$ cat config.mk
export PLATFORM = sky130hd
export DESIGN_NAME = bg_rom_arbiter
export DESIGN_NICKNAME = d
export VERILOG_FILES = /design/src/rtl/display_pkg.sv /design/src/rtl/bg_addr_calc.sv /design/src/rtl/bg_rom_arbiter.sv
export SDC_FILE = /design/constraint.sdc
export NUM_CORES = 1
export LEC_CHECK = 0
export BUFFER_PORTS_ARGS = -buffer_cell sky130_fd_sc_hd__buf_2
export CORE_ASPECT_RATIO = 0.75
export CORE_MARGIN = 3
export CORE_UTILIZATION = 40
export CTS_BUF_LIST = sky130_fd_sc_hd__clkbuf_4
export DETAILED_ROUTE_END_ITERATION = 10
export GPL_ROUTABILITY_DRIVEN = 0
export PLACE_DENSITY_LB_ADDON = 0.1
export SYNTH_ARGS = -nofsm -noshare
export SYNTH_HDL_FRONTEND = slang
export SYNTH_SLANG_ARGS = --single-unit
$ cat constraint.sdc
create_clock -name i_clk -period 5.2 [get_ports i_clk]
set_input_delay 1.3 -clock i_clk [delete_from_list [all_inputs] [get_ports i_clk]]
set_output_delay 1.3 -clock i_clk [all_outputs]
set_load 0.05 [all_outputs]
$ cat src/rtl/display_pkg.sv
// Shared constants and types for the background label ROM arbiter.
package display_pkg;

    localparam int H_RES      = 320;   // native background width
    localparam int V_RES      = 220;   // native background height
    localparam int PIXEL_BITS = 3;     // label width
    localparam int ADDR_BITS  = 17;    // ceil(log2(H_RES*V_RES))

    // Coordinate widths on the native (un-doubled) grid
    localparam int NX_BITS = 9;
    localparam int NY_BITS = 8;

    // Query port state machine
    typedef enum logic [1:0] {
        Q_IDLE,
        Q_WAIT,
        Q_READ,
        Q_DONE
    } q_state_t;

endpackage

$ cat src/rtl/bg_addr_calc.sv
// Native-grid coordinate to ROM address conversion with a range flag.
// The row stride of 320 is built from two shifts (256 + 64).
module bg_addr_calc
    import display_pkg::*;
(
    input  logic [NX_BITS-1:0]   i_x,
    input  logic [NY_BITS-1:0]   i_y,
    output logic [ADDR_BITS-1:0] o_addr,
    output logic                 o_in_range
);

    logic [ADDR_BITS-1:0] w_x_ext;
    logic [ADDR_BITS-1:0] w_y_ext;

    assign w_x_ext = {{(ADDR_BITS-NX_BITS){1'b0}}, i_x};
    assign w_y_ext = {{(ADDR_BITS-NY_BITS){1'b0}}, i_y};

    // Full-width sum; out-of-range coordinates still fit in 17 bits, the
    // result is simply not used for them.
    assign o_addr     = (w_y_ext << 8) + (w_y_ext << 6) + w_x_ext;
    assign o_in_range = (i_x < NX_BITS'(H_RES)) && (i_y < NY_BITS'(V_RES));

endmodule

$ cat src/rtl/bg_rom_arbiter.sv
// Shares the single-port background label ROM between the VGA scan-out
// (absolute priority, fixed 2-cycle latency) and a req/ack query port.
// Doubled pixels reuse the previous read, which frees a slot every odd x.
module bg_rom_arbiter
    import display_pkg::*;
(
    input  logic                  i_clk,
    input  logic                  i_rst,
    input  logic                  i_vga_req,
    input  logic [9:0]            i_vga_x,
    input  logic [8:0]            i_vga_y,
    output logic                  o_vga_valid,
    output logic [PIXEL_BITS-1:0] o_vga_label,
    input  logic                  i_q_req,
    input  logic [8:0]            i_q_x,
    input  logic [7:0]            i_q_y,
    output logic                  o_q_ack,
    output logic [PIXEL_BITS-1:0] o_q_label,
    output logic                  o_q_busy,
    output logic [ADDR_BITS-1:0]  o_rom_addr,
    output logic                  o_rom_en,
    input  logic [PIXEL_BITS-1:0] i_rom_data
);

    // Address generation
    logic [ADDR_BITS-1:0]  w_vga_addr;
    logic                  w_vga_in_range;
    logic [ADDR_BITS-1:0]  w_q_addr;
    logic                  w_q_in_range;
    logic [NX_BITS-1:0]    w_q_src_x;
    logic [NY_BITS-1:0]    w_q_src_y;
    logic                  w_vga_y_lsb_unused;

    // Slot decisions
    logic                  w_vga_reuse;
    logic                  w_vga_rd;
    logic                  w_q_rd;

    // Registered state
    logic [ADDR_BITS-1:0]  r_rom_addr_hold;
    logic [ADDR_BITS-1:0]  r_prev_vga_addr;
    logic                  r_prev_vga_read;
    logic                  r_s1_valid;
    logic                  r_s1_rom;
    logic                  r_s1_reuse;
    logic                  r_vga_valid;
    logic [PIXEL_BITS-1:0] r_vga_label;
    q_state_t              r_q_state;
    logic [NX_BITS-1:0]    r_q_x;
    logic [NY_BITS-1:0]    r_q_y;
    logic                  r_q_ack;
    logic                  r_q_busy;
    logic [PIXEL_BITS-1:0] r_q_label;

    // The row LSB only selects the doubled line, it never reaches the ROM.
    assign w_vga_y_lsb_unused = i_vga_y[0];

    // The query address comes straight from the port while idle so that an
    // accepted query can issue in its accept cycle; afterwards it comes from
    // the latched coordinates.
    assign w_q_src_x = (r_q_state == Q_IDLE) ? i_q_x : r_q_x;
    assign w_q_src_y = (r_q_state == Q_IDLE) ? i_q_y : r_q_y;

    bg_addr_calc u_vga_addr (
        .i_x        (i_vga_x[9:1]),
        .i_y        (i_vga_y[8:1]),
        .o_addr     (w_vga_addr),
        .o_in_range (w_vga_in_range)
    );

    bg_addr_calc u_q_addr (
        .i_x        (w_q_src_x),
        .i_y        (w_q_src_y),
        .o_addr     (w_q_addr),
        .o_in_range (w_q_in_range)
    );

    // Second half of a doubled pixel: the label already read last cycle
    // is still valid, so the ROM slot is handed to the query port.
    assign w_vga_reuse = r_prev_vga_read && i_vga_x[0] &&
                         (w_vga_addr == r_prev_vga_addr);

    assign w_vga_rd = !i_rst && i_vga_req && w_vga_in_range && !w_vga_reuse;

    assign w_q_rd = !i_rst && !w_vga_rd &&
                    (((r_q_state == Q_IDLE) && i_q_req && w_q_in_range) ||
                     (r_q_state == Q_WAIT));

    assign o_rom_en   = w_vga_rd || w_q_rd;
    assign o_rom_addr = w_vga_rd ? w_vga_addr :
                        w_q_rd   ? w_q_addr   : r_rom_addr_hold;

    // Remember the last issued address and the last VGA read for reuse.
    always_ff @(posedge i_clk) begin
        if (i_rst) begin
            r_rom_addr_hold <= '0;
            r_prev_vga_addr <= '0;
            r_prev_vga_read <= 1'b0;
        end else begin
            if (o_rom_en) begin
                r_rom_addr_hold <= o_rom_addr;
            end
            if (w_vga_rd) begin
                r_prev_vga_addr <= w_vga_addr;
            end
            r_prev_vga_read <= w_vga_rd;
        end
    end

    // Two-stage VGA pipeline: stage 1 records how the label will be sourced,
    // stage 2 registers the label once ROM data is available.
    always_ff @(posedge i_clk) begin
        if (i_rst) begin
            r_s1_valid  <= 1'b0;
            r_s1_rom    <= 1'b0;
            r_s1_reuse  <= 1'b0;
            r_vga_valid <= 1'b0;
            r_vga_label <= '0;
        end else begin
            r_s1_valid  <= i_vga_req;
            r_s1_rom    <= w_vga_rd;
            r_s1_reuse  <= i_vga_req && w_vga_in_range && w_vga_reuse;
            r_vga_valid <= r_s1_valid;
            // A reused pixel follows its read by exactly one cycle, so the
            // output register currently holds the matching label.
            if (r_s1_rom) begin
                r_vga_label <= i_rom_data;
            end else if (r_s1_reuse) begin
                r_vga_label <= r_vga_label;
            end else begin
                r_vga_label <= '0;
            end
        end
    end

    // Query handshake FSM: accept, wait for a free slot, read, acknowledge.
    always_ff @(posedge i_clk) begin
        if (i_rst) begin
            r_q_state <= Q_IDLE;
            r_q_x     <= '0;
            r_q_y     <= '0;
            r_q_ack   <= 1'b0;
            r_q_busy  <= 1'b0;
            r_q_label <= '0;
        end else begin
            r_q_ack <= 1'b0;
            case (r_q_state)
                Q_IDLE: begin
                    if (i_q_req) begin
                        r_q_x    <= i_q_x;
                        r_q_y    <= i_q_y;
                        r_q_busy <= 1'b1;
                        if (!w_q_in_range) begin
                            r_q_label <= '0;
                            r_q_ack   <= 1'b1;
                            r_q_state <= Q_DONE;
                        end else if (w_q_rd) begin
                            r_q_state <= Q_READ;
                        end else begin
                            r_q_state <= Q_WAIT;
                        end
                    end
                end
                Q_WAIT: begin
                    if (w_q_rd) begin
                        r_q_state <= Q_READ;
                    end
                end
                Q_READ: begin
                    r_q_label <= i_rom_data;
                    r_q_ack   <= 1'b1;
                    r_q_state <= Q_DONE;
                end
                Q_DONE: begin
                    r_q_busy  <= 1'b0;
                    r_q_state <= Q_IDLE;
                end
                default: begin
                    r_q_busy  <= 1'b0;
                    r_q_state <= Q_IDLE;
                end
            endcase
        end
    end

    assign o_vga_valid = r_vga_valid;
    assign o_vga_label = r_vga_label;
    assign o_q_ack     = r_q_ack;
    assign o_q_busy    = r_q_busy;
    assign o_q_label   = r_q_label;

endmodule
# Yosys cells after proc, flatten, opt, wreduce, memory -nomap -nowiden
# Index checks and enable logic that the tools add are counted.
# word_totals
output_inout_bits	27
register_bits	65
inputBits	43
word_cells	73
# op_classes
muxes	19
n_reduce_logical	25
order_cmp	4
eq_ne	8
add_sub_neg	4
# op_table
cell	count
16-bit by 14-bit adder with 17-bit output	2
17-bit by 9-bit adder with 17-bit output	2
17-bit two-way mux	2
9-bit less-than comparator, second input constant	2
17-bit == test	1
8-bit less-than comparator, second input constant	2
1-bit logical AND	13
3-bit two-way mux	4
9-bit two-way mux	1
2-bit two-way mux	4
8-bit two-way mux	1
2-bit != test, second input constant	4
2-bit one-hot mux with 4 select lines	1
3-bit one-hot mux with 2 select lines	1
2-bit AND reduction	3
2-bit == test, second input constant	2
1-bit one-hot mux with 2 select lines	2
2-bit nonzero test	2
1-bit logical NOT	3
1-bit two-way mux	3
3-bit AND reduction	1
2-bit by 1-bit == test with 1-bit output, second input constant	1
2-bit logical NOT	1
1-bit logical OR	2

# Depth between registers and ports, before layout
# depth
depth_word	13
ltp_mapped	18
ltp_nobuf	16

# Cells and area by module
# From an unflattened synthesis, not the netlist that was laid out.
# hier_totals
hier_cells	479
area_unflattened_um2	4177.8
# by_module_without_submodules
mod	cells_each	area_each_um2	n_inst	seq_area_each_um2
bg_rom_arbiter	347	3071.7	1	1301.2
bg_addr_calc	66	553.0	2	0.0

# Worst setup path before layout
# Ideal clock, no wire load.
# synth_timing
path_type	input to output
from	input port i_vga_x[9]
to	output port o_rom_addr[3]
stages	12
setup_slack_ps	-1081
t_required_ps	3900
path_buffers	1
arrival_ps	4981
path_cell_list	fa_1 inv_1 fa_1 nor2b_1 o22ai_2 xnor2_1 a2111oi_2 nand4_1 o31ai_4 inv_2 clkbuf_1 o21ai_0
# synth_between
elab_chain_len	10
elab_cells_between_ends	13
classes_between	add/sub (1); order compare (1); eq/ne (1); mux (2); reduce/logical (8)
# synth_rtl
element	line	text
start, declared	bg_rom_arbiter.sv:10	input logic [9:0] i_vga_x,
17-bit by 9-bit adder with 17-bit output	bg_addr_calc.sv:20	assign o_addr = (w_y_ext << 8) + (w_y_ext << 6) + w_x_ext;
17-bit == test	bg_rom_arbiter.sv:81	(w_vga_addr == r_prev_vga_addr);
1-bit logical AND	bg_rom_arbiter.sv:80	assign w_vga_reuse = r_prev_vga_read && i_vga_x[0] &&
1-bit logical NOT	bg_rom_arbiter.sv:83	assign w_vga_rd = !i_rst && i_vga_req && w_vga_in_range && !w_vga_reuse;
1-bit logical AND (*)	bg_rom_arbiter.sv:83	
1-bit logical NOT	bg_rom_arbiter.sv:85	assign w_q_rd = !i_rst && !w_vga_rd &&
1-bit logical AND (2 in series)	bg_rom_arbiter.sv:85	
17-bit two-way mux	bg_rom_arbiter.sv:91	w_q_rd ? w_q_addr : r_rom_addr_hold;
17-bit two-way mux (*)	bg_rom_arbiter.sv:90	assign o_rom_addr = w_vga_rd ? w_vga_addr :
end, declared	bg_rom_arbiter.sv:20	output logic [ADDR_BITS-1:0] o_rom_addr,
# Every way passes the cells marked *; elsewhere a longest branch is shown, timed or not.

# Final worst setup path
# layout_timing
from	input port i_vga_y[3]
to	output port o_rom_addr[15]
# layout_between
elab_chain_len	11
elab_cells_between_ends	14
classes_between	add/sub (2); order compare (1); eq/ne (1); mux (2); reduce/logical (8)
# layout_rtl
element	line	text
start, declared	bg_rom_arbiter.sv:11	input logic [8:0] i_vga_y,
16-bit by 14-bit adder with 17-bit output	bg_addr_calc.sv:20	
17-bit by 9-bit adder with 17-bit output	bg_addr_calc.sv:20	
17-bit == test	bg_rom_arbiter.sv:81	
1-bit logical AND	bg_rom_arbiter.sv:80	
1-bit logical NOT	bg_rom_arbiter.sv:83	
1-bit logical AND	bg_rom_arbiter.sv:83	
1-bit logical NOT	bg_rom_arbiter.sv:85	
1-bit logical AND (2 in series)	bg_rom_arbiter.sv:85	
17-bit two-way mux	bg_rom_arbiter.sv:91	
17-bit two-way mux (*)	bg_rom_arbiter.sv:90	
# Marked as above.

==> metrics.txt <==
vias per inst=5.16; clock buffer depth=2; Final #Nets=789; # fillers=942; per-cell routed wire length=14.4 um; Met3 Wirelength=618 um; launching point of the worst reg2reg path=r_q_state[1]; CTS Root Cell=clkbuf_4; Clock Skews=0.0132 ns; relative slew slack=56.9%; crit path kind=in -> out; worst min-delay path class=reg -> reg; Hold-fix buffers, CTS=0; Detail Route Antenna Nets=0; Syn Inst Count=561; final setup margin=-0.625 ns; Worst-path clk slew=0.10 ns; leading cell type in the layout, fill and taps excluded=nand2_1; diode count=0; Final min period=5.83 ns; capture point of the worst path=o_rom_addr[15]; Die Area=12200 um2; R2R Path End=r_rom_addr_hold[15]; M1 WL=5.84 mm; footprint of the multi-input gates=3200 um2; Synth Area per Inst=7.74 um2; CTS sink cnt=65; die width=126 um; Final Cell Area=6170 um2; status=finished, violations left; most frequent cells in the layout=nand2_1 (96), buf_4 (88), dfxtp_1 (65), a21oi_1 (56), buf_2 (49); H-tree Lvls=3; placed inst area=5580 um2; Leak Pwr=0.00281 uW; register bit total from synthesis=65; Synth async-reset ratio=0%; power per cell area=453 nW/um2; largest net degree at the start of global routing=56; initial DRC count=184; worst path arrival time=4.53 ns; mapped cell area=4340 um2; final core occ=59.1%; share of layout cells above drive strength 1=34.8%; Vias=4374; met2 wire length=5.59 mm; Synth area leaders=dfxtp_1 (30%), ha_1 (9.8%), nand2_1 (9.3%), a21oi_1 (7.0%), nor2_1 (4.0%); RSZ-0062 raised after global routing=yes; later-pin clock latency in the skew report=0.43 ns; final wirelength=12.2 mm; FF/Latch Area=1300 um2; launch point of the critical path=i_vga_y[3]; Synth Flop Type=dfxtp_1; fmax=172 MHz; row cnt=32; drt drc=0; DR pass1 iterations=4; MaxCap Viol Count=0; starting density of the core=41.5%; vias in the first global route=4172; Setup TNS=-10.47 ns; peak supply drop=0.339 mV; Buffers on Ports=68; Die Ht=96.2 um; Remaining Overflow, GRT=0; YS warnings=0; global-route wire length before repair=20.1 mm; Tot GR Track Use=20.4%; boundary pin count=70; R2R setup slack=1.48 ns; R2R cell count=15; Final setup viols=18; DR top layer=met4; Critical Path Sink Type=output port; synthesized net count=642; CP Max Fanout=3; pre-CTS setup slack=-0.822 ns; Detailed Place HPWL=9.05 mm; floorplan core area=10500 um2; Area Overhead vs Synth=42.1%; CTS tree=built; Max Slew Vio Count=0; Yosys top cell area share=30.0%; CP startpoint kind=primary input; initial antenna violation count=0; Synth cell types=59; Num CTS Buffers=9; failing checks=negative setup slack; Worst Tran Pin Value=0.647 ns; fin crit share=112%; register area share after synthesis=30.0%; WP data required=3.90 ns; cell taking the most area after synthesis=dfxtp_1; EDFF count, synth=0; Final Hold Fails=0
-- worst min path at each step --
stage                    start     endpoint  slack [ns]  cells after the start
global route          r_q_y[0]     r_q_y[0]        0.48                      2
detailed placement  r_s1_valid  o_vga_valid        0.43                      1
CTS                 r_s1_valid  o_vga_valid        0.45                      1
global placement    r_s1_valid  o_vga_valid        0.43                      1
floorplan           r_s1_valid  o_vga_valid        0.41                      1
finish              r_s1_valid  o_vga_valid        0.45                      1
-- power breakdown --
group / internal, uW / switching (uW) / total [uW]
Sequential: 587 / 52.1 / 639
Clock: 96.2 / 181 / 278
Combinational: 826 / 1050 / 1880
Total: 1510 / 1280 / 2790
-- metrics by stage --
stage               total power, uW  hold WS [ns]  instances
global route                   3000         0.480        848
global placement               2310         0.428        819
floorplan                      1870         0.414        561
CTS                            2780         0.454        846
detailed placement             2330         0.429        819
finish                         2790         0.449        848
-- synthesized netlist by cell type (3+ instances only) --
library cell / n
a211oi_1: 11
a21o_1: 6
a21oi_1: 61
a31oi_1: 5
and3_1: 3
buf_1: 3
buf_2: 9
clkbuf_1: 16
dfxtp_1: 65
fa_1: 4
ha_1: 34
inv_1: 20
mux2_2: 8
mux2i_1: 14
nand2_1: 108
nand2b_1: 9
nand3_1: 7
nand3b_1: 5
nand4_1: 3
nor2_1: 46
nor2b_1: 6
nor3_1: 7
nor4_1: 4
o2111ai_1: 3
o211ai_1: 4
o21ai_0: 25
o21ai_1: 8
or2_2: 3
xnor2_1: 11
xor2_1: 15
-- routing by layer --
layer  GRT usage [%]  vias up
met2            34.5       97
li1                -     2242
met1            26.5     2019
met4            4.64        0
met3            5.05       16
met5               0        -
-- cell families (layout without fill, tap and decap cells) --
logic type | after synthesis | after routing | share of synthesized area, %
compound gates | 147 | 147 | 21.2
simple gates | 211 | 211 | 21.6
fa+ha+maj | 38 | 38 | 11.6
xor+xnor | 26 | 26 | 5.24
buf+inv | 52 | 203 | 5.10
flops | 65 | 65 | 30.0
mux | 22 | 22 | 5.30
-- state kept, by name (all words and copies together), names as in the netlist --
register         count
r_prev_vga_addr     17
r_rom_addr_hold     17
r_q_x                9
r_q_y                8
o_q_label            3
o_vga_label          3
r_q_state            2
o_q_ack              1
o_q_busy             1
o_vga_valid          1
r_s1_reuse           1
r_s1_rom             1
r_s1_valid           1
-- timing repair --
item	in CTS	in global routing
buffers inserted	13	2
cloned	1	0
pin swaps	14	5
setup endpoints to repair	18	18
resized for setup	82	10
-- worst max-delay path: stages --
cell	delay [ns]
buf_8	0.10
fa_2	0.60
inv_2	0.05
fa_2	0.40
nor2b_4	0.17
o22ai_4	0.09
xnor2_2	0.17
a2111oi_4	0.37
nand4_1	0.22
o31ai_4	0.30
buf_6	0.17
buf_6	0.10
nand2_4	0.06
o21ai_4	0.17
a21o_4	0.11
buf_6	0.15
-- cell type report --
type / count / area share (%)
Clock buffer: 10 / 1.22
Tap cell: 136 / 2.76
Multi-Input combinational cell: 444 / 51.9
Sequential cell: 65 / 21.1
Clock inverter: 5 / 0.385
Timing Repair Buffer: 167 / 21.4
Inverter: 21 / 1.32
Power figures use the tool's default switching activity.
